### src/rtl/mem_access_ctrl.sv
// -----------------------------------------------------------------------------
// mem_access_ctrl
//
// Memory-stage access controller. Takes the EX/MEM pipeline register outputs,
// issues one read or write per instruction to a variable-latency data memory
// with a done handshake, and holds the request until the memory completes.
// While an access is outstanding, stall_out freezes the EX/MEM register and
// the upstream stages. Load data goes to MEM/WB in the completion cycle.
// Misaligned, conflicting (read and write together) and timed-out accesses
// raise a sticky error and return FFFF as load data.
//
// Parameters:
//   TIMEOUT      maximum BUSY wait cycles before a forced completion (>= 2)
//
// Ports:
//   clk          single clock, rising edge
//   rst          synchronous, active-high reset
//   rd_in        load request (EX/MEM mem_to_reg_out)
//   wr_in        store request (EX/MEM mem_write_out)
//   addr_in      byte address (EX/MEM result_out)
//   wdata_in     store data (EX/MEM B_out)
//   adv_in       pipeline advance this cycle (EX/MEM enable)
//   mem_done     memory completion strobe
//   mem_data_in  read data, valid when mem_done = 1
//   mem_rd       memory read request (level)
//   mem_wr       memory write request (level)
//   mem_addr     memory address
//   mem_wdata    memory write data
//   stall_out    access outstanding; freeze upstream
//   rdata_out    load data to MEM/WB
//   err_out      sticky error flag
//   stall_cnt    saturating count of stall cycles
// -----------------------------------------------------------------------------
module mem_access_ctrl #(
    parameter int TIMEOUT = 64
) (
    input  logic        clk,
    input  logic        rst,
    input  logic        rd_in,
    input  logic        wr_in,
    input  logic [15:0] addr_in,
    input  logic [15:0] wdata_in,
    input  logic        adv_in,
    input  logic        mem_done,
    input  logic [15:0] mem_data_in,
    output logic        mem_rd,
    output logic        mem_wr,
    output logic [15:0] mem_addr,
    output logic [15:0] mem_wdata,
    output logic        stall_out,
    output logic [15:0] rdata_out,
    output logic        err_out,
    output logic [15:0] stall_cnt
);

    // The wait counter only has to reach TIMEOUT.
    localparam int                WAIT_W   = $clog2(TIMEOUT + 1);
    localparam logic [WAIT_W-1:0] WAIT_MAX = WAIT_W'(TIMEOUT);
    localparam logic [WAIT_W-1:0] WAIT_ONE = WAIT_W'(1);

    localparam logic [15:0] ERR_DATA = 16'hFFFF;
    localparam logic [15:0] CNT_MAX  = 16'hFFFF;

    localparam logic [1:0] ST_IDLE = 2'd0;
    localparam logic [1:0] ST_BUSY = 2'd1;
    localparam logic [1:0] ST_DONE = 2'd2;

    // -------------------------------------------------------------------------
    // State
    // -------------------------------------------------------------------------
    logic [1:0]        state;
    logic [15:0]       data_q;
    logic [15:0]       addr_q;
    logic [15:0]       wdata_q;
    logic              op_rd_q;      // latched op: 1 = read, 0 = write
    logic [WAIT_W-1:0] wait_cnt;
    logic [15:0]       stall_cnt_q;
    logic              err_q;

    // -------------------------------------------------------------------------
    // Request decode
    // -------------------------------------------------------------------------
    logic req;
    logic bad;
    logic issue;

    assign req   = rd_in | wr_in;
    // Reads and writes together are contradictory; odd addresses are not
    // halfword aligned. Neither reaches the memory.
    assign bad   = (rd_in & wr_in) | (req & addr_in[0]);
    assign issue = (state == ST_IDLE) & req & ~bad;

    // -------------------------------------------------------------------------
    // Next-state and output decode
    // -------------------------------------------------------------------------
    logic [1:0]  state_nxt;
    logic        stall_c;
    logic        rd_c;
    logic        wr_c;
    logic [15:0] addr_c;
    logic [15:0] wdata_c;
    logic [15:0] rdata_c;
    logic        complete;   // completion cycle (normal, error or forced)
    logic        load_data;  // read finished with mem_done: capture data
    logic        err_set;    // bad request or timeout

    // NOTE: every signal gets a default before the case so no path leaves it
    // unassigned; otherwise synthesis would infer a latch to hold its value.
    always_comb begin
        state_nxt = state;
        stall_c   = 1'b0;
        rd_c      = 1'b0;
        wr_c      = 1'b0;
        addr_c    = 16'h0000;
        wdata_c   = 16'h0000;
        rdata_c   = data_q;
        complete  = 1'b0;
        load_data = 1'b0;
        err_set   = 1'b0;

        case (state)
            ST_IDLE: begin
                if (req) begin
                    if (bad) begin
                        // Rejected without touching the memory; the stage
                        // still completes so the pipeline keeps moving.
                        complete = 1'b1;
                        err_set  = 1'b1;
                        rdata_c  = ERR_DATA;
                    end else begin
                        // Issue straight from the pipeline register so a
                        // zero-wait memory finishes in this same cycle.
                        rd_c    = rd_in;
                        wr_c    = wr_in;
                        addr_c  = addr_in;
                        wdata_c = wdata_in;
                        if (mem_done) begin
                            complete = 1'b1;
                            if (rd_in) begin
                                rdata_c   = mem_data_in;
                                load_data = 1'b1;
                            end
                        end else begin
                            stall_c   = 1'b1;
                            state_nxt = ST_BUSY;
                        end
                    end
                end
            end

            ST_BUSY: begin
                if (mem_done) begin
                    // A done that coincides with the timeout still counts as
                    // a normal completion.
                    rd_c     = op_rd_q;
                    wr_c     = ~op_rd_q;
                    addr_c   = addr_q;
                    wdata_c  = wdata_q;
                    complete = 1'b1;
                    if (op_rd_q) begin
                        rdata_c   = mem_data_in;
                        load_data = 1'b1;
                    end
                end else if (wait_cnt == WAIT_MAX) begin
                    // Forced completion: drop the request and report an error.
                    complete = 1'b1;
                    err_set  = 1'b1;
                    rdata_c  = ERR_DATA;
                end else begin
                    rd_c    = op_rd_q;
                    wr_c    = ~op_rd_q;
                    addr_c  = addr_q;
                    wdata_c = wdata_q;
                    stall_c = 1'b1;
                end
            end

            ST_DONE: begin
                // The access already finished but the pipeline has not moved
                // on; hold off so the same instruction is not issued again.
                if (adv_in) begin
                    state_nxt = ST_IDLE;
                end
            end

            default: begin
                state_nxt = ST_IDLE;
            end
        endcase

        if (complete) begin
            state_nxt = adv_in ? ST_IDLE : ST_DONE;
        end
    end

    // Reset drops the request in the same cycle, abandoning any access.
    assign mem_rd    = rd_c & ~rst;
    assign mem_wr    = wr_c & ~rst;
    assign stall_out = stall_c & ~rst;
    assign mem_addr  = addr_c;
    assign mem_wdata = wdata_c;
    assign rdata_out = rdata_c;
    assign err_out   = err_q;
    assign stall_cnt = stall_cnt_q;

    // -------------------------------------------------------------------------
    // Sequential state
    // -------------------------------------------------------------------------
    // NOTE: sequential state uses non-blocking assignments so every register
    // samples the pre-edge values regardless of statement order.
    always_ff @(posedge clk) begin
        if (rst) begin
            state       <= ST_IDLE;
            data_q      <= 16'h0000;
            addr_q      <= 16'h0000;
            wdata_q     <= 16'h0000;
            op_rd_q     <= 1'b0;
            wait_cnt    <= '0;
            stall_cnt_q <= 16'h0000;
            err_q       <= 1'b0;
        end else begin
            state <= state_nxt;

            if (issue) begin
                addr_q  <= addr_in;
                wdata_q <= wdata_in;
                op_rd_q <= rd_in;
            end

            // Counts stall cycles of the current access; the issue cycle is
            // the first one.
            if (stall_c) begin
                if (state == ST_IDLE) begin
                    wait_cnt <= WAIT_ONE;
                end else begin
                    wait_cnt <= wait_cnt + WAIT_ONE;
                end
            end

            if (load_data) begin
                data_q <= mem_data_in;
            end else if (err_set) begin
                data_q <= ERR_DATA;
            end

            if (err_set) begin
                err_q <= 1'b1;
            end

            if (stall_c && (stall_cnt_q != CNT_MAX)) begin
                stall_cnt_q <= stall_cnt_q + 16'h0001;
            end
        end
    end

endmodule

### config.mk
export PLATFORM = sky130hd
export DESIGN_NAME = mem_access_ctrl
export DESIGN_NICKNAME = d
export VERILOG_FILES = /design/src/rtl/mem_access_ctrl.sv
export SDC_FILE = /design/constraint.sdc
export NUM_CORES = 1
export LEC_CHECK = 0
export BUFFER_PORTS_ARGS = -buffer_cell sky130_fd_sc_hd__buf_2
export CORE_MARGIN = 2
export CORE_UTILIZATION = 51
export DETAILED_ROUTE_END_ITERATION = 8
export GPL_TIMING_DRIVEN = 0
export HOLD_SLACK_MARGIN = 0.12
export PLACE_DENSITY = 0.91
export SYNTH_ARGS = -nofsm -noshare
export SYNTH_HDL_FRONTEND = slang
export SYNTH_SLANG_ARGS = --single-unit
### constraint.sdc
create_clock -name clk -period 3 [get_ports clk]
set_input_delay 0.75 -clock clk [delete_from_list [all_inputs] [get_ports clk]]
set_output_delay 0.75 -clock clk [all_outputs]
set_load 0.01 [all_outputs]
==> results.sh <==
export IMPL_status="finished, violations left"
export IMPL_violations="setup timing"
export IMPL_drt_pass1_iterations=5
export IMPL_wl_um=10900
export IMPL_powerDensity_nw_per_um2=480
export IMPL_cp_end_kind="output port"
export IMPL_grt_antenna_before_repair=0
export IMPL_cts_tree="built"
export IMPL_ctsHoldBuffers=0
export IMPL_htreeDepth=3
export IMPL_layout_setup_ws_ns=-0.00384
export IMPL_synth_cell_area_sq_um=3850
export IMPL_grt_pass1_vias=4041
export IMPL_drt_iter0_drc=182
export IMPL_cts_sinks=75
export IMPL_arrival_ns=2.25
export IMPL_r2r_slack_ns=0.56
export IMPL_min_to="addr_q[12]$_SDFFE_PP0P_"
export IMPL_track_usage=0.256
export IMPL_synth_edf_count=0
export IMPL_fin_crit_sh=1.00
export IMPL_finalNonFillerCells=747
export IMPL_finalSetupTns_ns=-0.00384
export IMPL_rows=31
export IMPL_final_cell_mix="nand2_1 (173), buf_2 (120), dfxtp_1 (72), a21oi_1 (46), nor2_1 (21)"
export IMPL_critical_path_class="register to output port"
export IMPL_clk_pin_slew_worst_paths_ns=0.08
export IMPL_ys_async_sr_fraction=0
export IMPL_worst_ep_required_time_ns=2.25
export IMPL_portBuffers=119
export IMPL_vdd_drop_max_uv=267
export IMPL_hold_depth=2
export IMPL_drv_slew=0
export IMPL_start_util=0.528
export IMPL_gp_congestion=0.861
export IMPL_r2r_start="stall_cnt[1]$_SDFFE_PP0P_"
export IMPL_min_delay_path_class="register to register"
export IMPL_ioPinCount=122
export IMPL_ys_types=51
export IMPL_layout_nets=700
export IMPL_die_area_sq_um=8260
export IMPL_drive_above_1_share=0.330
export IMPL_synthToLayoutAreaGrowth_pct=29.3
export IMPL_tightest_slew_ns=0.665
export IMPL_fin_skew_ns=0.00544
export IMPL_dpl_hpwl_um=7800
export IMPL_synth_nets=568
export IMPL_synthFlopType="dfxtp_1"
export IMPL_viasPerCell=5.63
export IMPL_leakagePower_nw=2.21
export IMPL_final_hold_violation_count=0
export IMPL_avgSynthCellArea_sq_um=7.53
export IMPL_min_from="addr_q[12]$_SDFFE_PP0P_"
export IMPL_worst_setup_path_start_kind="register"
export IMPL_die_w_um=90.9
export IMPL_dp_slack_ns=-0.370
export IMPL_rsz0062_at_grt="true"
export IMPL_cts_path_max_buffers=2
export IMPL_clk_latency_ns=0.35
export IMPL_fill_cells=592
export IMPL_grt_pass1_wl_um=17500
export IMPL_r2r_end="stall_cnt[8]$_SDFFE_PP0P_"
export IMPL_reg2reg_depth=7
export IMPL_max_freq_mhz=333
export IMPL_cts_buffers=9
export IMPL_cts_root_buffer="clkbuf_8"
export IMPL_ys_ff_latch=75
export IMPL_netlist_instances=511
export IMPL_fp_dieH_um=90.9
export IMPL_critPathMaxFanout=5
export IMPL_coreArea_sq_um=7290
export IMPL_antenna_cells=0
export IMPL_ys_warn_count=0
export IMPL_final_common_cell="nand2_1"
export IMPL_wl_per_cell_um=14.7
export IMPL_dp_cells=729
export IMPL_drtAntennaViolNets=0
export IMPL_ys_seq_area_frac=0.390
export IMPL_setup_violations=1
export IMPL_fin_crit_ns=3.00
export IMPL_maxCapViolCount=0
export IMPL_drcViolationCount=0
export IMPL_grt_max_degree=20
export IMPL_vias=4205
export IMPL_grt_overflow=0
export IMPL_max_slew_margin_rel=0.553
-- stage by stage --
stage,power (mW),utilization,instance area (sq um),hold WS [ns]
floorplan,1.36,-,3850,0.437
global route,2.49,0.682,4970,0.481
finish,2.39,0.682,4970,0.460
global placement,1.50,0.626,4570,0.442
CTS,2.38,0.666,4860,0.462
detailed placement,1.52,0.626,4570,0.449
-- Yosys cell counts (2+ instances only) --
library cell / count / area share
a211oi_1: 2 / 0.0039
a21oi_1: 46 / 0.060
a22oi_1: 2 / 0.0039
a31o_2: 2 / 0.0046
a31oi_1: 2 / 0.0033
and2_1: 2 / 0.0033
and3_1: 8 / 0.013
buf_2: 4 / 0.0052
buf_6: 3 / 0.0088
clkbuf_1: 31 / 0.030
dfxtp_1: 75 / 0.39
ha_1: 3 / 0.0098
inv_1: 10 / 0.0098
mux2_2: 4 / 0.012
nand2_1: 175 / 0.17
nand3_1: 6 / 0.0078
nand3b_1: 2 / 0.0039
nand4_1: 20 / 0.033
nor2_1: 22 / 0.021
nor2b_1: 6 / 0.0098
nor3_1: 2 / 0.0026
nor4_1: 4 / 0.0065
o21ai_0: 7 / 0.0091
o21ai_2: 2 / 0.0046
o221a_2: 16 / 0.047
o221ai_1: 16 / 0.036
o31ai_1: 5 / 0.0098
or2_2: 2 / 0.0033
or3_1: 3 / 0.0049
or4_1: 5 / 0.0098
xnor2_1: 2 / 0.0046
xor2_1: 3 / 0.0068
-- critical path, cell delays in order, from the launching register on --
cell	delay [ns]
dfxtp_2	0.32
or4_4	0.57
or2_4	0.29
o21ai_4	0.19
buf_6	0.16
o221ai_1	0.12
nand4_1	0.12
buf_2	0.13
-- power by group --
| part | switching, mW | internal (mW) | leakage, nW |
|---|---|---|---|
| logic | 0.261 | 0.176 | 1.49 |
| registers | 0.0427 | 1.05 | 0.615 |
| clock network | 0.392 | 0.465 | 0.101 |
-- worst max-delay path by stage --
stage                                   startpoint       endpoint  slack, ns  cells after the start
after detailed placement                  mem_done    mem_addr[6]      -0.37                      9
after CTS                 wait_cnt[5]$_SDFFE_PP0P_  rdata_out[15]     -0.002                      7
after global placement                    mem_done   mem_addr[11]      -0.30                      9
after global routing      wait_cnt[3]$_SDFFE_PP0P_  rdata_out[10]      -0.07                      7
final                     wait_cnt[3]$_SDFFE_PP0P_  rdata_out[10]     -0.004                      7
after floorplan                           mem_done   mem_addr[10]       0.27                      7
-- flip-flops by register name, indices dropped and copies added (netlist names) --
name       cells
addr_q        16
data_q        16
stall_cnt     16
wdata_q       16
wait_cnt       7
state          2
err_out        1
op_rd_q        1
-- routing by layer --
layer | wire [um] | global-route usage | vias up
met5 | 0 | 0 | -
met4 | 221 | 0.121 | 0
met3 | 614 | 0.0384 | 21
met2 | 5550 | 0.453 | 160
met1 | 4560 | 0.302 | 1959
li1 | - | - | 2065
-- layout make-up --
type,instances,area [sq um],share of cell area
buffer,37,204,0.0410
clock buffer,9,124,0.0249
clock inverter,7,92.6,0.0186
inverter,10,37.5,0.00755
multi-input combinational,387,2250,0.453
sequential,75,1510,0.303
tap,99,124,0.0249
timing repair buffer,123,633,0.127
-- repair_timing --
| item | CTS | global route |
|---|---|---|
| cloned | 1 | 0 |
| pin swaps | 5 | 33 |
| gates resized for setup | 22 | 33 |
| buffers inserted | 3 | 0 |
| setup endpoints to repair | 48 | 46 |
-- cells by family after synthesis --
group,count (synthesis),synth area share
adders and majority gates,4,0.0124
xor gates and xnor gates,5,0.0114
muxes,6,0.0182
AOI/OAI and AO/OA,106,0.197
buffers and inverters,49,0.0559
and+or+nand+nor,266,0.315
DFF,75,0.390
No activity file was read; power rests on OpenSTA's default activity.
